`src/rtl/accel_pkg.sv`:
```
// Shared types and defaults for the accelerator tile datapath sequencing.
package accel_pkg;

  localparam int ADDR_W_DEF    = 15;
  localparam int OP_ADDR_W_DEF = 4;
  localparam int K_W_DEF       = 16;

  typedef enum logic [2:0] {
    IDLE    = 3'd0,
    LOAD_WT = 3'd1,
    STREAM  = 3'd2,
    FLUSH   = 3'd3,
    DRAIN   = 3'd4,
    DONE    = 3'd5
  } seq_state_e;

  // Cycles needed for the last input row to ripple out of a skewed array.
  function automatic int flush_len(input int arr_size);
    return (2 * arr_size) - 1;
  endfunction

endpackage

```
`src/rtl/seq_addr_gen.sv`:
```
// Registered base+offset address generator with silent modulo-2^W wrap.
// The offset restarts on clear; each step presents base+offset and advances.
// On cycles without a step the address output rests at zero.
module seq_addr_gen #(
  parameter int W = 15
) (
  input  logic         clk,
  input  logic         reset,
  input  logic [W-1:0] base,
  input  logic         clear,
  input  logic         step,
  output logic [W-1:0] addr
);

  logic [W-1:0] offset_r;
  logic [W-1:0] addr_r;

  // Offset tracking and registered address output.
  always_ff @(posedge clk) begin
    if (reset) begin
      offset_r <= {W{1'b0}};
      addr_r   <= {W{1'b0}};
    end else if (clear) begin
      offset_r <= {W{1'b0}};
      addr_r   <= {W{1'b0}};
    end else if (step) begin
      offset_r <= offset_r + {{(W-1){1'b0}}, 1'b1};
      addr_r   <= base + offset_r;
    end else begin
      addr_r   <= {W{1'b0}};
    end
  end

  assign addr = addr_r;

endmodule

```
`src/rtl/tile_sequencer.sv`:
```
// Sequences one tile through the systolic array: weight preload, input
// streaming, pipeline flush and accumulator drain. Every output is a flop
// loaded from the next-state/next-count decode, so a phase's first strobe
// appears in the cycle right after the transition into it.
module tile_sequencer
  import accel_pkg::*;
#(
  parameter int ARR_SIZE  = 4,
  parameter int ADDR_W    = ADDR_W_DEF,
  parameter int OP_ADDR_W = OP_ADDR_W_DEF,
  parameter int K_W       = K_W_DEF
) (
  input  logic                 clk,
  input  logic                 reset,
  input  logic                 start,
  input  logic [ADDR_W-1:0]    wt_base,
  input  logic [ADDR_W-1:0]    inp_base,
  input  logic [OP_ADDR_W-1:0] op_base,
  input  logic [K_W-1:0]       k_len,
  output logic                 busy,
  output logic                 done,
  output logic                 err,
  output logic                 wt_rd_en,
  output logic [ADDR_W-1:0]    wt_addr,
  output logic                 inp_rd_en,
  output logic [ADDR_W-1:0]    inp_addr,
  output logic                 arr_load_wt,
  output logic                 arr_valid,
  output logic                 acc_clear,
  output logic                 acc_wr_en,
  output logic [OP_ADDR_W-1:0] acc_op_addr
);

  localparam int CLOG_W = $clog2(2 * ARR_SIZE);
  localparam int CNT_W  = (K_W > CLOG_W) ? K_W : CLOG_W;
  localparam logic [CNT_W-1:0] ARR_LAST   = CNT_W'(ARR_SIZE - 1);
  localparam logic [CNT_W-1:0] FLUSH_LAST = CNT_W'(flush_len(ARR_SIZE) - 1);
  localparam logic [CNT_W-1:0] CNT_ZERO   = {CNT_W{1'b0}};

  seq_state_e            state_r, state_next_s;
  logic [CNT_W-1:0]      cnt_r, cnt_next_s, k_last_s;
  logic [ADDR_W-1:0]     wt_base_r, inp_base_r, wt_base_sel_s;
  logic [OP_ADDR_W-1:0]  op_base_r;
  logic [K_W-1:0]        k_len_r;
  logic                  accept_s, reject_s, idle_next_s;
  logic                  busy_r, done_r, err_r;
  logic                  wt_rd_en_r, inp_rd_en_r, arr_load_wt_r, arr_valid_r;
  logic                  acc_clear_r, acc_wr_en_r;

  assign k_last_s      = CNT_W'(k_len_r) - CNT_W'(1);
  assign idle_next_s   = (state_next_s == IDLE);
  // In the accept cycle the weight base is not latched yet, so use the port.
  assign wt_base_sel_s = (state_r == IDLE) ? wt_base : wt_base_r;

  // Next-state and phase-counter decode; counter restarts on every transition.
  always_comb begin
    state_next_s = state_r;
    cnt_next_s   = cnt_r + CNT_W'(1);
    accept_s     = 1'b0;
    reject_s     = 1'b0;
    case (state_r)
      IDLE: begin
        cnt_next_s = CNT_ZERO;
        if (start) begin
          if (k_len != {K_W{1'b0}}) begin
            accept_s     = 1'b1;
            state_next_s = LOAD_WT;
          end else begin
            reject_s     = 1'b1;
          end
        end else begin
          state_next_s = IDLE;
        end
      end
      LOAD_WT: begin
        if (cnt_r == ARR_LAST) begin
          state_next_s = STREAM;
          cnt_next_s   = CNT_ZERO;
        end else begin
          state_next_s = LOAD_WT;
        end
      end
      STREAM: begin
        if (cnt_r == k_last_s) begin
          state_next_s = FLUSH;
          cnt_next_s   = CNT_ZERO;
        end else begin
          state_next_s = STREAM;
        end
      end
      FLUSH: begin
        if (cnt_r == FLUSH_LAST) begin
          state_next_s = DRAIN;
          cnt_next_s   = CNT_ZERO;
        end else begin
          state_next_s = FLUSH;
        end
      end
      DRAIN: begin
        if (cnt_r == ARR_LAST) begin
          state_next_s = DONE;
          cnt_next_s   = CNT_ZERO;
        end else begin
          state_next_s = DRAIN;
        end
      end
      DONE: begin
        state_next_s = IDLE;
        cnt_next_s   = CNT_ZERO;
      end
      default: begin
        state_next_s = IDLE;
        cnt_next_s   = CNT_ZERO;
      end
    endcase
  end

  // State, counter and tile descriptor registers.
  always_ff @(posedge clk) begin
    if (reset) begin
      state_r    <= IDLE;
      cnt_r      <= CNT_ZERO;
      wt_base_r  <= {ADDR_W{1'b0}};
      inp_base_r <= {ADDR_W{1'b0}};
      op_base_r  <= {OP_ADDR_W{1'b0}};
      k_len_r    <= {K_W{1'b0}};
    end else begin
      state_r <= state_next_s;
      cnt_r   <= cnt_next_s;
      if (accept_s) begin
        wt_base_r  <= wt_base;
        inp_base_r <= inp_base;
        op_base_r  <= op_base;
        k_len_r    <= k_len;
      end
    end
  end

  // Registered strobes decoded from the upcoming state.
  always_ff @(posedge clk) begin
    if (reset) begin
      busy_r        <= 1'b0;
      done_r        <= 1'b0;
      err_r         <= 1'b0;
      wt_rd_en_r    <= 1'b0;
      arr_load_wt_r <= 1'b0;
      inp_rd_en_r   <= 1'b0;
      arr_valid_r   <= 1'b0;
      acc_clear_r   <= 1'b0;
      acc_wr_en_r   <= 1'b0;
    end else begin
      busy_r        <= !idle_next_s;
      done_r        <= (state_next_s == DONE);
      err_r         <= reject_s;
      wt_rd_en_r    <= (state_next_s == LOAD_WT);
      arr_load_wt_r <= (state_next_s == LOAD_WT);
      inp_rd_en_r   <= (state_next_s == STREAM);
      arr_valid_r   <= (state_next_s == STREAM);
      acc_clear_r   <= (state_next_s == LOAD_WT) && (cnt_next_s == CNT_ZERO);
      acc_wr_en_r   <= (state_next_s == DRAIN);
    end
  end

  seq_addr_gen #(.W(ADDR_W)) u_wt_addr (
    .clk   (clk),
    .reset (reset),
    .base  (wt_base_sel_s),
    .clear (idle_next_s),
    .step  (state_next_s == LOAD_WT),
    .addr  (wt_addr)
  );

  seq_addr_gen #(.W(ADDR_W)) u_inp_addr (
    .clk   (clk),
    .reset (reset),
    .base  (inp_base_r),
    .clear (idle_next_s),
    .step  (state_next_s == STREAM),
    .addr  (inp_addr)
  );

  seq_addr_gen #(.W(OP_ADDR_W)) u_op_addr (
    .clk   (clk),
    .reset (reset),
    .base  (op_base_r),
    .clear (idle_next_s),
    .step  (state_next_s == DRAIN),
    .addr  (acc_op_addr)
  );

  assign busy        = busy_r;
  assign done        = done_r;
  assign err         = err_r;
  assign wt_rd_en    = wt_rd_en_r;
  assign arr_load_wt = arr_load_wt_r;
  assign inp_rd_en   = inp_rd_en_r;
  assign arr_valid   = arr_valid_r;
  assign acc_clear   = acc_clear_r;
  assign acc_wr_en   = acc_wr_en_r;

endmodule

```
`config.mk`:
```
export PLATFORM = sky130hd
export DESIGN_NAME = tile_sequencer
export DESIGN_NICKNAME = d
export VERILOG_FILES = /design/src/rtl/accel_pkg.sv /design/src/rtl/seq_addr_gen.sv /design/src/rtl/tile_sequencer.sv
export SDC_FILE = /design/constraint.sdc
export NUM_CORES = 1
export LEC_CHECK = 0
export CORE_ASPECT_RATIO = 0.9
export CORE_UTILIZATION = 58
export CTS_BUF_LIST = sky130_fd_sc_hd__clkbuf_2
export DETAILED_ROUTE_END_ITERATION = 7
export GPL_ROUTABILITY_DRIVEN = 0
export GPL_TIMING_DRIVEN = 0
export HOLD_SLACK_MARGIN = 0.06
export PLACE_DENSITY = 0.83
export SLEW_MARGIN = 0
export SYNTH_ARGS = -nofsm -noshare
export SYNTH_HDL_FRONTEND = slang
export SYNTH_SLANG_ARGS = --single-unit
```
`constraint.sdc`:
```
create_clock -name clk -period 4.16 [get_ports clk]
set_input_delay 0.832 -clock clk [delete_from_list [all_inputs] [get_ports clk]]
set_output_delay 0.832 -clock clk [all_outputs]
set_load 0.005 [all_outputs]
```
; After elaboration in Yosys (flattened, before gate mapping)
; Index checks and enable logic that the tools add are counted.
[totals]
register_bits = 144
in_bits = 53
output_inout_bits = 43
word_cells = 71
[op_classes]
n_addsub = 8
n_eq_ne = 11
n_mux = 16
bitwise = 5
n_reduce_logical = 12
[ops]
columns = op, count
row1 = 2-to-1 mux 16 bit, 3
row2 = one-hot mux 16 bit (3 select lines), 1
row3 = "adder 15 x 1 -> 15 bit, second input constant", 2
row4 = adder 15 bit, 2
row5 = "adder 16 x 1 -> 16 bit, second input constant", 1
row6 = equality test 16 bit, 1
row7 = "equality test 16 x 2 -> 1 bit, second input constant", 1
row8 = "equality test 16 x 3 -> 1 bit, second input constant", 1
row9 = logical NOT 16 bit, 1
row10 = nonzero test 16 bit, 1
row11 = "subtractor 16 x 1 -> 16 bit, second input constant", 1
row12 = 2-to-1 mux 15 bit, 1
row13 = one-hot mux 3 bit (5 select lines), 1
row14 = OR reduction 3 bit, 4
row15 = "equality test 3 x 2 -> 1 bit, second input constant", 3
row16 = "equality test 3 bit, second input constant", 3
row17 = 2-to-1 mux 3 bit, 3
row18 = "equality test 3 x 1 -> 1 bit, second input constant", 2
row19 = logical NOT 3 bit, 2
row20 = 2-to-1 mux 1 bit, 6
row21 = NOT 1 bit, 5
row22 = "adder 4 x 1 -> 4 bit, second input constant", 1
row23 = adder 4 bit, 1
row24 = OR reduction 2 bit, 2
row25 = 3 further kinds, 3

; Depth between registers and ports, before layout
[depth]
depth_word = 7
mapped_depth = 13
depth_no_buf = 12

; Hierarchy
; A second synthesis with hierarchy kept.
[unflattened]
cells_unflattened = 926
hier_area_um2 = 7787.5
[modules_own_cells]
columns = mod, instances, cells_each, area_each_um2, seq_area_each_um2
row1 = tile_sequencer, 1, 516, 4088.9, 1521.5
row2 = seq_addr_gen (u_inp_addr), 1, 191, 1671.6, 600.6
row3 = seq_addr_gen (u_wt_addr), 1, 183, 1644.1, 600.6
row4 = seq_addr_gen (u_op_addr), 1, 36, 382.9, 160.2

; Worst setup path after synthesis
; OpenSTA, ideal clock, no wires.
[synth_timing]
path_type = register to register
startpoint = reg state_r[2]
endpoint = reg u_wt_addr.addr_r[14], in the netlist u_wt_addr.addr[14]
setup_time_ns = 0.128
arrival_ns = 3.219
required_ns = 4.032
setup_slack_ns = 0.813
path_stages_with_launch = 14
path_buffers = 2
synth_period_minus_slack_ns = 3.347
cell_sequence = dfxtp_1 -> clkbuf_1 -> nor3_2 -> clkbuf_1 -> mux2_2 -> fa_1 -> a211o_1 -> a21oi_1 -> o31ai_1 -> nand4_1 -> a31oi_1 -> a31oi_1 -> xnor2_1 -> nor2_1
[synth_between]
elab_chain_cells = 6
[synth_lines]
columns = element, line
row1 = "start, declared", tile_sequencer.sv:40  ; seq_state_e state_r, state_next_s;
row2 = "start signal, assigned", tile_sequencer.sv:128  ; state_r <= state_next_s;
row3 = branches (longest 6 deep; another with adder 15 bit), -
row4 = "end signal, assigned", seq_addr_gen.sv:25  ; addr_r <= {W{1'b0}};
row5 = "end signal, assigned", seq_addr_gen.sv:28  ; addr_r <= base + offset_r;
row6 = "end signal, assigned", seq_addr_gen.sv:30  ; addr_r <= {W{1'b0}};
row7 = "end, declared", seq_addr_gen.sv:16  ; logic [W-1:0] addr_r;
; Several ways; the timed one is not identified.
; A chain may end at the register's enable or synchronous reset.

; Worst setup path in the final report
[layout_timing]
startpoint = reg state_r[1]
endpoint = reg u_wt_addr.addr_r[13], in the netlist u_wt_addr.addr[13]
; The elaborated chain is that of the path after synthesis.

==> metrics <==
peak supply drop=198 uV; number of I/O pins=96; kind of cell adding the most delay to the critical path=compound AO/OA/AOI/OAI gates; sort of element at the start of the critical path=register; path type of the worst setup path=register to register; # diodes=0; wire length after detailed routing=17.2 mm; maximum capacitance violations=0; outcome=completed; Tightest Hold Check Type=register to register; # clock sinks=144; endpoints failing hold=0; first-pass GRT wire length=28.6 mm; DP HPWL=12.8 mm; Post-CTS Hold Buffers=0; total track usage=27.4%; average wire per cell in the routed design=14.6 um; number of failing setup endpoints in the final timing report=0; Max Fclk=251 MHz; post-detailed-route DRC marker count=0; Antenna Nets Post-Route=0; Final nets=1096; power density normalized to cell area=303 mW/mm^2; Max Clock Skew=0.0355 ns; Core Util, Final=71.9%; sequential fraction of the synthesis area=38.8%; vias in the first global route=6134; area added between synthesis and finish=18.6%; Worst path max stage delay=0.55 ns; Async S/R FF share, synth=0%; synthesized area per cell=8.36 sq um; maximum clock path buffer count=2; final hold slack=0.466 ns; via count of the routed design=6616; Syn Std Cell Area=0.00743 sq mm; minimum clock period=3.99 ns; crit path capture type=register; total clock buffers created by CTS=17; Critical-path top delay cell=sky130_fd_sc_hd__clkbuf_1; clock-pin slew reported for the worst setup and hold paths after clock tree synthesis=0.20 ns; post-route non-filler standard cell count=1176; cell total after placement=1144; critical path cell sequence=clkbuf_1 > nor3_4 > clkbuf_1 > mux2_2 > ha_1 > a211oi_1 > o21bai_1 > a31oi_1 > o21ai_0 > o211ai_1 > o21ai_0 > xnor2_1 > nor2_1; required time at the worst-slack endpoint=4.78 ns; DRT iter0 DRCs=435; 1st-pass router iterations=6; # port buffers=95; Post-synth EDFFs=0; largest net degree at the start of global routing=17; most instantiated flip-flop cell in the synthesis netlist=sky130_fd_sc_hd__dfxtp_1; fraction of layout cells with a size suffix above 1=6.10%; maximum net fanout on the critical path=10; synthesized netlist cell count=889; Worst Path Buf+Inv=2; die boundary width=121 um; Core Footprint=0.0123 sq mm; Crit path arrival time=4.61 ns; Max H-tree Level=4; headroom to the max-slew limit=56.2%; actual transition at the worst max-transition pin=0.651 ns; post-detailed-route via-to-cell ratio=5.63; gr ovfl total=0; reported leakage power=0.00337 uW; Placement Rows=38; post-route fraction of the period consumed by the critical path=95.9%; yosys synthesis warning count=0; number of antenna violations at the first check in global routing=0; fill count=1015; clock root buffer=sky130_fd_sc_hd__clkbuf_2; number of flip-flops and latches in the synthesized netlist=144; count of pins over their slew limit=0; Die Outline Area=0.0133 sq mm; count of unique library cells instantiated by Yosys=69; initial core utilization=60.6%; vertical extent of the die=109 um; CTS tree=done; unrepaired setup endpoints after global routing=no; number of nets produced by synthesis=982; insertion delay of the later-clocked pin in the worst-skew pair=0.74 ns
## cell usage in the layout, fill, tap and decap left out, types with 6 or more instances in the layout
cell	Yosys	layout
sky130_fd_sc_hd__or3_1	15	15
sky130_fd_sc_hd__mux2i_1	8	8
sky130_fd_sc_hd__clkdlybuf4s50_1	0	95
sky130_fd_sc_hd__clkbuf_2	0	22
sky130_fd_sc_hd__a21o_1	10	10
sky130_fd_sc_hd__o21a_1	9	9
sky130_fd_sc_hd__nand3_1	23	23
sky130_fd_sc_hd__xnor2_1	40	40
sky130_fd_sc_hd__o21ai_0	17	17
sky130_fd_sc_hd__xor2_1	33	33
sky130_fd_sc_hd__inv_1	20	20
sky130_fd_sc_hd__clkbuf_1	37	37
sky130_fd_sc_hd__and3_1	9	9
sky130_fd_sc_hd__or4_1	6	6
sky130_fd_sc_hd__a211oi_1	7	7
sky130_fd_sc_hd__ha_1	37	37
sky130_fd_sc_hd__clkinv_1	0	6
sky130_fd_sc_hd__nor4_1	10	10
sky130_fd_sc_hd__and2_1	6	6
sky130_fd_sc_hd__dfxtp_1	144	144
sky130_fd_sc_hd__nand2_1	133	133
sky130_fd_sc_hd__nand2b_1	9	9
sky130_fd_sc_hd__a21oi_1	79	79
sky130_fd_sc_hd__nand4_1	14	14
sky130_fd_sc_hd__nor2_1	89	89
sky130_fd_sc_hd__mux2_2	14	14
sky130_fd_sc_hd__nor3_1	20	20
sky130_fd_sc_hd__nor2b_1	9	9
## area by class of cell
class / count / area, sq um / area share (%)
timing repair buffer: 95 / 951 / 10.8
tap: 160 / 200 / 2.27
multi-input combinational: 676 / 4250 / 48.2
buffer: 48 / 230 / 2.61
clock buffer: 22 / 110 / 1.25
sequential: 144 / 2880 / 32.7
inverter: 21 / 78.8 / 0.894
clock inverter: 10 / 118 / 1.33
## metal layers
layer,global-route usage [%],vias to the layer above,wire length (um)
met2,44.3,170,7780
met5,0,-,0
met4,11.8,0,384
met3,6.12,33,930
met1,35.3,3091,8110
li1,-,3322,-
## metrics by stage
step	TNS [ns]	power, uW	area, sq um	worst slack (ns)
6_report	0	2670	8820	0.170
5_1_grt	0	2800	8820	0.0318
4_1_cts	0	2690	8820	0.172
3_5_place_dp	-0.0160	1890	8580	-0.0160
3_3_place_gp	0	1880	8580	0.0242
2_1_floorplan	0	1740	7430	0.813
## worst min-delay path, cell delays in order, from the launching register on
cell and delay [ns]:
sky130_fd_sc_hd__dfxtp_1 0.34, sky130_fd_sc_hd__nand2_1 0.05, sky130_fd_sc_hd__a21oi_1 0.05
## cell usage after synthesis (3+ instances only)
| master | instances | area [sq um] |
|---|---|---|
| sky130_fd_sc_hd__a211o_1 | 3 | 26.3 |
| sky130_fd_sc_hd__a211oi_1 | 7 | 52.6 |
| sky130_fd_sc_hd__a21o_1 | 10 | 75.1 |
| sky130_fd_sc_hd__a21oi_1 | 79 | 395 |
| sky130_fd_sc_hd__a31oi_1 | 5 | 31.3 |
| sky130_fd_sc_hd__a32oi_1 | 3 | 26.3 |
| sky130_fd_sc_hd__and2_1 | 6 | 37.5 |
| sky130_fd_sc_hd__and3_1 | 9 | 56.3 |
| sky130_fd_sc_hd__buf_2 | 3 | 15.0 |
| sky130_fd_sc_hd__buf_4 | 4 | 30.0 |
| sky130_fd_sc_hd__clkbuf_1 | 37 | 139 |
| sky130_fd_sc_hd__dfxtp_1 | 144 | 2880 |
| sky130_fd_sc_hd__fa_1 | 3 | 60.1 |
| sky130_fd_sc_hd__ha_1 | 37 | 463 |
| sky130_fd_sc_hd__inv_1 | 20 | 75.1 |
| sky130_fd_sc_hd__mux2_2 | 14 | 158 |
| sky130_fd_sc_hd__mux2i_1 | 8 | 80.1 |
| sky130_fd_sc_hd__nand2_1 | 133 | 499 |
| sky130_fd_sc_hd__nand2b_1 | 9 | 56.3 |
| sky130_fd_sc_hd__nand3_1 | 23 | 115 |
| sky130_fd_sc_hd__nand4_1 | 14 | 87.6 |
| sky130_fd_sc_hd__nor2_1 | 89 | 334 |
| sky130_fd_sc_hd__nor2_2 | 3 | 18.8 |
| sky130_fd_sc_hd__nor2b_1 | 9 | 56.3 |
| sky130_fd_sc_hd__nor3_1 | 20 | 100 |
| sky130_fd_sc_hd__nor3b_1 | 4 | 30.0 |
| sky130_fd_sc_hd__nor4_1 | 10 | 62.6 |
| sky130_fd_sc_hd__o211ai_1 | 4 | 30.0 |
| sky130_fd_sc_hd__o21a_1 | 9 | 67.6 |
| sky130_fd_sc_hd__o21ai_0 | 17 | 85.1 |
| sky130_fd_sc_hd__o21bai_1 | 4 | 30.0 |
| sky130_fd_sc_hd__o31a_1 | 3 | 26.3 |
| sky130_fd_sc_hd__o31ai_1 | 5 | 37.5 |
| sky130_fd_sc_hd__o41ai_1 | 5 | 43.8 |
| sky130_fd_sc_hd__or2_2 | 3 | 18.8 |
| sky130_fd_sc_hd__or3_1 | 15 | 93.8 |
| sky130_fd_sc_hd__or4_1 | 6 | 45.0 |
| sky130_fd_sc_hd__xnor2_1 | 40 | 350 |
| sky130_fd_sc_hd__xor2_1 | 33 | 289 |
## registers in the layout, summed over array words and instances, names as in the netlist
register	flops
arr_load_wt	1
done	1
u_wt_addr.addr	15
cnt_r	16
inp_base_r	15
k_len_r	16
acc_clear	1
state_r	3
u_op_addr.offset_r	4
u_op_addr.addr	4
op_base_r	4
u_wt_addr.offset_r	15
acc_wr_en	1
busy	1
err	1
arr_valid	1
wt_base_r	15
u_inp_addr.addr	15
u_inp_addr.offset_r	15
## cell families after synthesis
group / synth area share, %
mux: 3.20
xor+xnor: 8.92
flops: 38.8
fa+ha+maj: 7.04
compound gates: 14.5
simple gates: 23.4
buf+inv: 4.16
## power by group
part	internal (uW)	switching [uW]
Clock	336	464
Sequential	1430	33.5
Combinational	195	214
Total	1960	711
## path summary, 6_finish.rpt
| kind | start | endpoint | slack (ns) | cells past startpoint |
|---|---|---|---|---|
| setup reg to reg | state_r[1] | u_wt_addr.addr[13] | 0.17 | 13 |
| hold reg to reg | wt_base_r[7] | wt_base_r[7] | 0.47 | 2 |
| hold / removal | wt_base_r[7] | wt_base_r[7] | 0.47 | 2 |
| setup / recovery | state_r[1] | u_wt_addr.addr[13] | 0.17 | 13 |
## repair_timing
action,CTS,global route
gates resized for setup,1,0
setup buffers,0,0
setup endpoints to repair,2,0
No activity file was read; power rests on OpenSTA's default activity.
